File: src/rtl/alu_issue_ctrl.sv
// ---------------------------------------------------------------------------
// alu_issue_ctrl
//
// Issues one 4-bit operand pair to an external combinational ALU once per
// enabled operation and gathers the four 4-bit results into a single bundle.
//
// Ops are issued one per clock in ascending index order (0 add, 1 sub,
// 2 AND, 3 OR). Only ops whose bit is set in OP_MASK are issued. The slots
// of disabled ops read zero.
//
// state | meaning
// ------+--------------------------------------------------------------
// IDLE  | ready for a command; alu_cont parked at 00, operands retained
// RUN   | one enabled op per cycle; alu_out captured into its slot
// HOLD  | bundle presented with res_valid until res_ready is seen
//
// Ports
//   clk        : single clock, all state updates on the rising edge
//   rst        : asynchronous active-high reset
//   cmd_valid  : command present
//   cmd_ready  : controller can accept a command (high only in IDLE)
//   cmd_a/b    : 4-bit operands, latched on accept
//   alu_a/b    : latched operands driven to the ALU
//   alu_cont   : ALU op select (00 add, 01 sub, 10 AND, 11 OR)
//   alu_out    : combinational ALU result
//   res_valid  : result bundle available (high only in HOLD)
//   res_ready  : consumer accepts the bundle
//   res_data   : [3:0] add, [7:4] sub, [11:8] AND, [15:12] OR
//   busy       : high whenever the controller is not IDLE
//
// Every output is either a flop or a decode of flops only, so there is no
// combinational path from cmd_* or res_ready to any output.
// ---------------------------------------------------------------------------
module alu_issue_ctrl #(
    parameter logic [3:0] OP_MASK = 4'b1111
) (
    input  logic        clk,
    input  logic        rst,
    input  logic        cmd_valid,
    output logic        cmd_ready,
    input  logic [3:0]  cmd_a,
    input  logic [3:0]  cmd_b,
    output logic [3:0]  alu_a,
    output logic [3:0]  alu_b,
    output logic [1:0]  alu_cont,
    input  logic [3:0]  alu_out,
    output logic        res_valid,
    input  logic        res_ready,
    output logic [15:0] res_data,
    output logic        busy
);

    typedef enum logic [1:0] {
        IDLE = 2'd0,
        RUN  = 2'd1,
        HOLD = 2'd2
    } state_t;

    // Lowest enabled op index; 0 when nothing is enabled.
    function automatic logic [1:0] first_enabled_op();
        logic [1:0] r;
        r = 2'd0;
        for (int i = 3; i >= 0; i--) begin
            if (OP_MASK[i]) begin
                r = 2'(i);
            end
        end
        return r;
    endfunction

    // Highest enabled op index; the op whose capture ends RUN.
    function automatic logic [1:0] last_enabled_op();
        logic [1:0] r;
        r = 2'd0;
        for (int i = 0; i <= 3; i++) begin
            if (OP_MASK[i]) begin
                r = 2'(i);
            end
        end
        return r;
    endfunction

    // Smallest enabled op above cur. Only called while cur is below the last
    // enabled op, so a successor always exists and the counter never wraps.
    function automatic logic [1:0] next_enabled_op(input logic [1:0] cur);
        logic [1:0] r;
        r = cur;
        for (int i = 3; i >= 0; i--) begin
            if (OP_MASK[i] && (i > int'(cur))) begin
                r = 2'(i);
            end
        end
        return r;
    endfunction

    localparam logic [1:0] FIRST_OP = first_enabled_op();
    localparam logic [1:0] LAST_OP  = last_enabled_op();
    localparam bit         NO_OPS   = (OP_MASK == 4'b0000);

    state_t      state_q,    state_d;
    logic [1:0]  op_q,       op_d;
    logic [3:0]  alu_a_q,    alu_a_d;
    logic [3:0]  alu_b_q,    alu_b_d;
    logic [15:0] res_data_q, res_data_d;

    always_comb begin
        state_d    = state_q;
        op_d       = op_q;
        alu_a_d    = alu_a_q;
        alu_b_d    = alu_b_q;
        res_data_d = res_data_q;

        case (state_q)
            IDLE: begin
                if (cmd_valid) begin
                    alu_a_d    = cmd_a;
                    alu_b_d    = cmd_b;
                    res_data_d = 16'h0000;
                    op_d       = FIRST_OP;
                    // With no enabled ops the empty bundle is ready at once.
                    state_d    = NO_OPS ? HOLD : RUN;
                end
            end

            RUN: begin
                case (op_q)
                    2'd0:    res_data_d[3:0]   = alu_out;
                    2'd1:    res_data_d[7:4]   = alu_out;
                    2'd2:    res_data_d[11:8]  = alu_out;
                    default: res_data_d[15:12] = alu_out;
                endcase
                if (op_q == LAST_OP) begin
                    state_d = HOLD;
                end else begin
                    op_d = next_enabled_op(op_q);
                end
            end

            HOLD: begin
                if (res_ready) begin
                    state_d = IDLE;
                    op_d    = 2'd0;
                end
            end

            default: begin
                state_d = IDLE;
                op_d    = 2'd0;
            end
        endcase
    end

    always_ff @(posedge clk or posedge rst) begin
        if (rst) begin
            state_q    <= IDLE;
            op_q       <= 2'd0;
            alu_a_q    <= 4'd0;
            alu_b_q    <= 4'd0;
            res_data_q <= 16'h0000;
        end else begin
            state_q    <= state_d;
            op_q       <= op_d;
            alu_a_q    <= alu_a_d;
            alu_b_q    <= alu_b_d;
            res_data_q <= res_data_d;
        end
    end

    // Decodes of registered state only.
    assign cmd_ready = (state_q == IDLE);
    assign busy      = (state_q != IDLE);
    assign res_valid = (state_q == HOLD);
    assign alu_cont  = (state_q == RUN) ? op_q : 2'b00;
    assign alu_a     = alu_a_q;
    assign alu_b     = alu_b_q;
    assign res_data  = res_data_q;

endmodule

File: config.mk
export PLATFORM = sky130hd
export DESIGN_NAME = alu_issue_ctrl
export DESIGN_NICKNAME = d
export VERILOG_FILES = /design/src/rtl/alu_issue_ctrl.sv
export SDC_FILE = /design/constraint.sdc
export NUM_CORES = 1
export LEC_CHECK = 0
export ABC_CLOCK_PERIOD_IN_PS = 2150
export BUFFER_PORTS_ARGS = -buffer_cell sky130_fd_sc_hd__buf_2
export CORE_ASPECT_RATIO = 2
export CORE_MARGIN = 2
export CORE_UTILIZATION = 45
export DETAILED_ROUTE_END_ITERATION = 7
export GPL_TIMING_DRIVEN = 0
export PLACE_DENSITY = 0.74
export SKIP_CTS_REPAIR_TIMING = 1
export SLEW_MARGIN = 20
export SYNTH_ARGS = -nofsm -noshare
export SYNTH_HDL_FRONTEND = slang
export SYNTH_SLANG_ARGS = --single-unit
export TNS_END_PERCENT = 10
File: constraint.sdc
create_clock -name clk -period 2.15 [get_ports clk]
set_input_delay 0.43 -clock clk [delete_from_list [all_inputs] [get_ports clk]]
set_output_delay 0.43 -clock clk [all_outputs]
set_load 0.05 [all_outputs]
==> results of run 1 <==
-- layout by cell type (no fill, tap or decap), drive strengths merged --
cell type and count:
a2111o 1, a21bo 1, a21boi 1, a21oi 1
a22o 1, a22oi 1, a2bb2o 1, a32o 4
and3b 1, and4b 1, and4bb 1, buf 45
clkbuf 6, dfrtp 28, inv 3, mux2 8
nand2 6, nand2b 3, nand4b 1, nand4bb 1
nor2 1, nor2b 2, nor3b 3, o21ai 3
o2bb2ai 11, or2 2, or4b 1
-- cell families after synthesis --
kind of cell / after synthesis / synth area share (%)
DFF: 28 / 57.1
and+or+nand+nor: 23 / 13.8
muxes: 8 / 7.34
AOI/OAI and AO/OA: 25 / 19.0
buffers and inverters: 7 / 2.85
-- sequential cells by signal, summed over array words and instances (netlist names) --
| register | count |
|---|---|
| alu_a | 4 |
| alu_b | 4 |
| op_q | 2 |
| res_data | 16 |
| state_q | 2 |
-- path summary, 6_finish.rpt --
path | depth (start not counted) | endpoint | start | slack [ns]
min in group clk | 2 | alu_a[1] | cmd_a[1] | 0.38
min | 2 | alu_a[2] | rst | 0.20
max in group asynchronous | 2 | res_data[3] | rst | 1.58
min reg2reg | 1 | res_data[6] | res_data[6] | 0.49
max | 3 | res_valid | state_q[1] | 0.14
max reg2reg | 4 | res_data[3] | op_q[1] | 0.57
-- per-stage QoR --
step           setup TNS [ns]  setup WS (ns)  hold WS, ns  std cells  area [um2]
2_1_floorplan               0          0.125        0.495         91        1230
3_3_place_gp                0          0.212        0.471        163        1490
3_5_place_dp                0          0.152        0.471        163        1490
4_1_cts                -0.305         -0.176        0.377        167        1540
5_1_grt                     0         0.0326        0.264        166        1540
6_report                    0          0.141        0.197        166        1540
-- metal layers --
layer,global-route usage [%],part of all wire (%)
met3,1.71,3.5
met5,0,0
met1,25.1,38
met4,9.67,2.1
met2,34.2,56
-- critical path, stage by stage, from the launching register on --
cell and delay (ns):
dfrtp_1 0.52, clkbuf_1 0.34, nor2b_1 0.17, buf_2 0.26
-- final cells by class --
class                           instances  area (um2)
Buffer                                  3        22.5
Multi-Input combinational cell         56         497
Sequential cell                        28         701
Tap cell                               28        35.0
Timing Repair Buffer                   44         220
Fill cell                             218        1030
Clock buffer                            4        55.1
Inverter                                3        11.3
==> metrics.txt, run 1 <==
CP max FO=10; Vias/cell=5.54; Core ar.=0.00257 mm2; async set-or-reset flop fraction in the synthesized netlist=100%; final antenna diode count=0; Most used DFF post-synth=dfrtp_1; Rows=26; TritonRoute pass-1 iters=4; initial antenna violation count=0; Yosys Warn Count=0; Worst Max-Slew Pin Slew=approximately 0.57 ns; CTS tree=done; outcome=complete, no violations; via count of the first global-routing pass=around 1000; Final Max Tran Viols=0; maxcap violations=0; Clock transition at path regs=0.09 ns; vias post-DR=920; most instantiated library cell after synthesis=dfrtp_1; Layout area overhead=25.6%; die width=40.9 um; nets@finish=between 150 and 200; initial detailed-routing violation count=15; GP Congestion=0.783; top cell type's share of synthesized area=between 50% and 60%; IO Count=45; Final Hold Fails=0; die area=0.00319 mm2; commonest cells in the netlist=28 x dfrtp_1, 11 x o2bb2ai_1, 8 x mux2_2; first-pass GRT wire length=4.60 mm; Port Buf Inserts=44; starting density of the core=47.8%; final clock skew=0.00178 ns; clk buf depth=2; H-tree Lvls=1; Die H=77.9 um; top cells by area, synth=dfrtp_1 57%, o2bb2ai_1 7.8%, mux2_2 7.3%, a32o_1 3.3%, nand2_1 1.8%; Crit Path Class=register to output pin; Rel. slew slack=62.1%; WP data arrival=1.58 ns; number of synthesized flops with an enable pin=0; Avg Inst Size Synth=13.5 um2; final WL=2.72 mm; synthesized area=0.00123 mm2; Min-Delay Path Class=primary input to asynchronous set/reset pin; Critical Path Source Type=register; post-route ant nets=0; grt total ovfl=0; RSZ-0062 raised after global routing=false; fmax=0.498 GHz; area leader, netlist=dfrtp_1; register area share after synthesis=between 50% and 60%; routed len/inst=16.4 um; Setup-failing EPs final=0; Yosys cell types=30; clk sink count=28; fraction of layout cells with a size suffix above 1=49.3%; minimum clock period=2.01 ns; Post-Syn Nets=approximately 110; post-layout util=60.0%; Root Buffer=clkbuf_8; WP data required=1.72 ns; Tot GR Track Use=approximately a fifth; CP endpoint kind=output pin; Cells after Synth=91; Num CTS Buffers=3; HPWL after DPL=2.12 mm; Worst-Skew Late Latency=0.27 ns; Yosys reg bits=28; fin crit share=93.4%; Post-route DRC=0; largest net degree at the start of global routing=29
Power of run 1 is not shown: default switching activity piles up to over one toggle a cycle in this logic, so the estimate is an artifact.
==> inputs of run 2 (changes only) <==
CORE_MARGIN = 8   (was 2)
PLACE_DENSITY = 0.79   (was 0.74)
==> run 2 against run 1 <==
  * Via count fell by 0.65%
  * Core utilization fell by 2.7 points
  * Cell area fell by 0.81%
  * Sequential share of layout area rose by 0.37 points
==> metrics.txt, run 2 (synthesis results as in run 1) <==
GP Congestion=0.848 (was 0.783); via count of the first global-routing pass=975 (was 1003); Rows=27 (was 26); met1 wire length=1.15 mm (was 1.04 mm); initial detailed-routing violation count=20 (was 15); highest metal used=met4 (unchanged); final antenna diode count=0 (unchanged); maxcap violations=0 (unchanged); CP max FO=10 (unchanged); Post-route DRC=0 (unchanged); initial antenna violation count=0 (unchanged); vias post-DR=914 (was 920); Core ar.=0.00267 mm2 (was 0.00257 mm2); Min-Delay Path Class=primary input to asynchronous set/reset pin (unchanged); final clock skew=0.00662 ns (was 0.00178 ns); area post-placement=0.00149 mm2 (about the same); die area=0.00476 mm2 (was 0.00319 mm2); Setup-failing EPs final=0 (unchanged); Vias/cell=5.51 (was 5.54); CP endpoint kind=output pin (unchanged); fin crit share=92.1% (was 93.4%); final WL=2.86 mm (was 2.72 mm); WP data arrival=1.55 ns (was 1.58 ns); crit-path leading delay family=buffers and inverters (unchanged); die width=52.9 um (was 40.9 um); fmax=0.505 GHz (was 0.498 GHz); WP data required=1.72 ns (about the same); CTS tree=done (unchanged); starting density of the core=46.0% (was 47.8%); Worst Max-Slew Pin Slew=0.948 ns (was 0.567 ns); Clock transition at path regs=0.09 ns (about the same); Die H=89.9 um (was 77.9 um); Tot GR Track Use=12.7% (was 20.7%); most common cell after layout, fill and taps aside=buf_2 (unchanged); routed len/inst=17.2 um (was 16.4 um); slowest stage delay, CP=0.51 ns (was 0.52 ns); worst setup path start=state_q[1] (unchanged); Setup TNS=0 ns (unchanged); flop-to-flop setup slack=0.56 ns (was 0.57 ns); CP max stage cell=dfrtp_1 (unchanged); Rel. slew slack=36.4% (was 62.1%); final worst slack=0.169 ns (was 0.141 ns); Final Hold Fails=0 (unchanged); minimum clock period=1.98 ns (was 2.01 ns); HPWL after DPL=2.27 mm (was 2.12 mm); nets@finish=155 (unchanged); IO Count=45 (unchanged); H-tree Lvls=1 (unchanged); Critical Path Source Type=register (unchanged); grt total ovfl=0 (unchanged); Worst-Skew Late Latency=0.27 ns (about the same); largest net degree at the start of global routing=29 (unchanged); met3 wire length=254 um (was 94 um); WL met2=1.41 mm (was 1.52 mm); FF-to-FF Start=op_q[1] (unchanged); Root Buffer=clkbuf_8 (unchanged); clk sink count=28 (unchanged); clk buf depth=2 (unchanged); Crit Path Class=register to output pin (unchanged); Port Buf Inserts=44 (unchanged); Num CTS Buffers=3 (unchanged); Final Max Tran Viols=0 (unchanged); RSZ-0062 raised after global routing=false (unchanged); fraction of layout cells with a size suffix above 1=48.2% (was 49.3%); worst path bufs/invs=2 (unchanged); post-route ant nets=0 (unchanged); CP cell instances=clkbuf_1 > nor2b_1 > buf_2 (unchanged); Layout area overhead=24.6% (was 25.6%); TritonRoute pass-1 iters=4 (unchanged); DP Worst Slack=0.166 ns (was 0.152 ns); first-pass GRT wire length=4.64 mm (was 4.60 mm); design area=0.00153 mm2 (was 0.00154 mm2); worst hold margin=0.246 ns (was 0.197 ns); outcome=complete, no violations (unchanged); most frequent cells in the layout=44 x buf_2, 28 x dfrtp_1, 11 x o2bb2ai_1 (unchanged); Largest register FFs=16 (unchanged)
==> run 2: cell count changes in the layout (fill, tap and decap cells not counted) <==
cell and delta:
clkinv_1 +1, inv_2 -1, clkbuf_8 -1
==> run 2: area by class of cell <==
type / count / area (um2)
Buffer: 3 / 22.5
Clock buffer: 3 / 41.3
Fill cell: 235 / 1140
Inverter: 3 / 11.3
Multi-Input combinational cell: 56 / 497
Sequential cell: 28 / 701
Tap cell: 29 / 36.3
Timing Repair Buffer: 44 / 220
==> run 2: worst register-to-register path, delay by kind of cell (launching register included) <==
kind                   cells  cell delay, ns
AND/OR/NAND/NOR            1            0.58
AO/OA/AOI/OAI              2            0.39
flip-flops                 1            0.38
buffers and inverters      1            0.13
==> run 2: worst paths after layout <==
path                                end  cells after the start
setup / recovery              res_valid                      3
hold / removal                 alu_a[1]                      2
setup reg to reg            res_data[3]                      4
hold reg to reg             res_data[1]                      1
max in group asynchronous  res_data[11]                      2
min in group clk               alu_a[0]                      2
==> run 2: per-layer routing <==
layer  vias up  global-route usage [%]
li1        435                       -
met1       444                    15.3
met2        31                    18.9
met3         4                    4.29
met4         0                    6.52
met5         -                       0
==> run 2: through the flow <==
| stage | std cells | util (%) |
|---|---|---|
| floorplan | 91 | - |
| global placement | 164 | 55.8 |
| detailed placement | 164 | 55.8 |
| CTS | 167 | 57.3 |
| global route | 166 | 57.3 |
| finish | 166 | 57.3 |
Power of run 2 is left out for the same reason.
==> inputs of run 3 (changes only) <==
ABC_AREA = 1   (was default)
PLACE_DENSITY = 0.78   (was 0.79)
==> run 3 against run 2 <==
  * Flip-flop and latch count did not move
  * Via count rose by 23%
  * Final cell count rose by 37%
  * First-iteration DRC count rose by 95%
  * Maximum frequency rose by 7.4%
  * Critical path type unchanged
==> metrics.txt, run 3 <==
outcome=complete, no violations (unchanged); nets@finish=216 (was 155); register area share after synthesis=55.9% (was 57.1%); most common cell after layout, fill and taps aside=nand2_1 (was buf_2); routed len/inst=13.1 um (was 17.2 um); Die H=90.6 um (was 89.9 um); Min-Delay Path Class=primary input to asynchronous set/reset pin (unchanged); final antenna diode count=0 (unchanged); Port Buf Inserts=43 (was 44); Post-route DRC=0 (unchanged); Layout area overhead=25.8% (was 24.6%); top cell type's share of synthesized area=55.9% (was 57.1%); async set-or-reset flop fraction in the synthesized netlist=100% (unchanged); via count of the first global-routing pass=1113 (was 975); Vias/cell=4.94 (was 5.51); vias post-DR=1126 (was 914); fin crit share=85.8% (was 92.1%); most frequent cells in the layout=61 x nand2_1, 46 x buf_2, 28 x dfrtp_1 (was 44 x buf_2, 28 x dfrtp_1, 11 x o2bb2ai_1); WP data arrival=1.41 ns (was 1.55 ns); CP cell instances=nor2_2 > buf_2 > buf_2 (was clkbuf_1 > nor2b_1 > buf_2); Cells after Synth=152 (was 91); Crit Path Class=register to output pin (unchanged); HPWL after DPL=2.38 mm (was 2.27 mm); CTS tree=done (unchanged); die area=0.00483 mm2 (was 0.00476 mm2); maxcap violations=0 (unchanged); final clock skew=0.00547 ns (was 0.00662 ns); CP max FO=10 (unchanged); post-layout util=58.3% (was 57.3%); starting density of the core=46.3% (was 46.0%); most instantiated library cell after synthesis=nand2_1 (was dfrtp_1); Largest register FFs=16 (unchanged); TritonRoute pass-1 iters=4 (unchanged); Tot GR Track Use=12.8% (was 12.7%); RSZ-0062 raised after global routing=false (unchanged); worst path bufs/invs=2 (unchanged); fraction of layout cells with a size suffix above 1=30.2% (was 48.2%); Worst Max-Slew Pin Slew=0.573 ns (was 0.948 ns); Yosys reg bits=28 (unchanged); Yosys Warn Count=0 (unchanged); Critical Path Source Type=register (unchanged); area leader, netlist=dfrtp_1 (unchanged); Post-Syn Nets=168 (was 107); initial detailed-routing violation count=39 (was 20); Most used DFF post-synth=dfrtp_1 (unchanged); first-pass GRT wire length=4.84 mm (was 4.64 mm); CP endpoint kind=output pin (unchanged); commonest cells in the netlist=61 x nand2_1, 28 x dfrtp_1, 26 x nand3_1 (was 28 x dfrtp_1, 11 x o2bb2ai_1, 8 x mux2_2); clk sink count=28 (unchanged); WP data required=1.72 ns (about the same); CP max stage cell=dfrtp_1 (unchanged); die width=53.3 um (was 52.9 um); Setup-failing EPs final=0 (unchanged); number of synthesized flops with an enable pin=0 (unchanged); Num CTS Buffers=3 (unchanged); clk buf depth=2 (unchanged); crit-path leading delay family=buffers and inverters (unchanged); synthesized area=0.00125 mm2 (was 0.00123 mm2); Yosys cell types=13 (was 30); IO Count=45 (unchanged); Final Hold Fails=0 (unchanged); Worst-Skew Late Latency=0.28 ns (was 0.27 ns); Setup TNS=0 ns (unchanged); slowest stage delay, CP=0.45 ns (was 0.51 ns); Clock transition at path regs=0.09 ns (about the same); final WL=2.99 mm (was 2.86 mm); H-tree Lvls=1 (unchanged); critical path's most frequent cell=buf_2; initial antenna violation count=0 (unchanged); grt total ovfl=0 (unchanged); Core ar.=0.00270 mm2 (was 0.00267 mm2); Rows=27 (unchanged); fmax=0.542 GHz (was 0.505 GHz); Root Buffer=clkbuf_8 (unchanged); Avg Inst Size Synth=8.24 um2 (was 13.5 um2); post-route ant nets=0 (unchanged); top cells by area, synth=dfrtp_1 56%, nand2_1 18%, nand3_1 10%, inv_1 3.9%, nor2_1 2.7% (was dfrtp_1 57%, o2bb2ai_1 7.8%, mux2_2 7.3%, a32o_1 3.3%, nand2_1 1.8%); minimum clock period=1.84 ns (was 1.98 ns); Final Max Tran Viols=0 (unchanged); Rel. slew slack=61.8% (was 36.4%); largest net degree at the start of global routing=29 (unchanged); GP Congestion=0.805 (was 0.848)
-- run 3: cell types whose count changed in the layout (fill, tap and decap cells not counted), sizes merged, moves of 4 or more --
cell / previous run / this run
a32o: 4 / 0
inv: 2 / 13
mux2: 8 / 0
nand2: 6 / 64
nand3: 0 / 28
nor2: 1 / 11
o2bb2ai: 11 / 0
-- run 3: metal layers --
layer  up-vias  GRT usage [%]  part of all wire (%)
met5         -              0                     0
met3         5           5.12                   8.9
met4         0           4.03                   1.3
met1       517           14.2                    40
li1        567              -                     -
met2        37           21.0                    50
-- run 3: layout make-up --
cell class	count	area [um2]
clock buffers	3	41.3
clock inverters	1	30.0
multi-input cells	106	465
plain buffers	5	37.5
well taps	29	36.3
fillers	268	1130
inverters	13	48.8
flip-flops and latches	28	701
repair buffers	43	215
-- run 3: worst reg2reg max path, cell delays in order, from the launching register on --
cell     delay, ns
dfrtp_1       0.45
inv_1         0.09
nand2_1       0.17
nor2_1        0.32
nand2_1       0.10
nand2_1       0.07
-- run 3: cell families after synthesis --
logic type             share of synthesized area, %
AO/OA/AOI/OAI                                 0.799
buffers and inverters                          6.89
flip-flops                                     55.9
AND/OR/NAND/NOR                                36.4
-- run 3: path summary, 6_finish.rpt --
path | cells after the start | startpoint | endpoint | slack [ns]
worst max-delay path | 3 | state_q[1] | cmd_ready | 0.31
max in group asynchronous | 2 | rst | res_data[9] | 1.57
worst min register to register | 2 | alu_a[0] | alu_a[0] | 0.47
worst max register to register | 5 | state_q[1] | res_data[13] | 0.90
min in group clk | 3 | cmd_a[0] | alu_a[0] | 0.37
worst min-delay path | 2 | rst | alu_b[3] | 0.20
-- run 3: metrics by stage --
| step | std cells | cell area [um2] | setup WS, ns | hold WS (ns) |
|---|---|---|---|---|
| 2_1_floorplan | 152 | 1250 | 0.421 | 0.495 |
| 3_3_place_gp | 224 | 1500 | 0.605 | 0.449 |
| 3_5_place_dp | 224 | 1500 | 0.604 | 0.454 |
| 4_1_cts | 228 | 1580 | 0.297 | 0.376 |
| 5_1_grt | 228 | 1580 | 0.227 | 0.252 |
| 6_report | 228 | 1580 | 0.306 | 0.200 |
Power of run 3 is left out for the same reason.
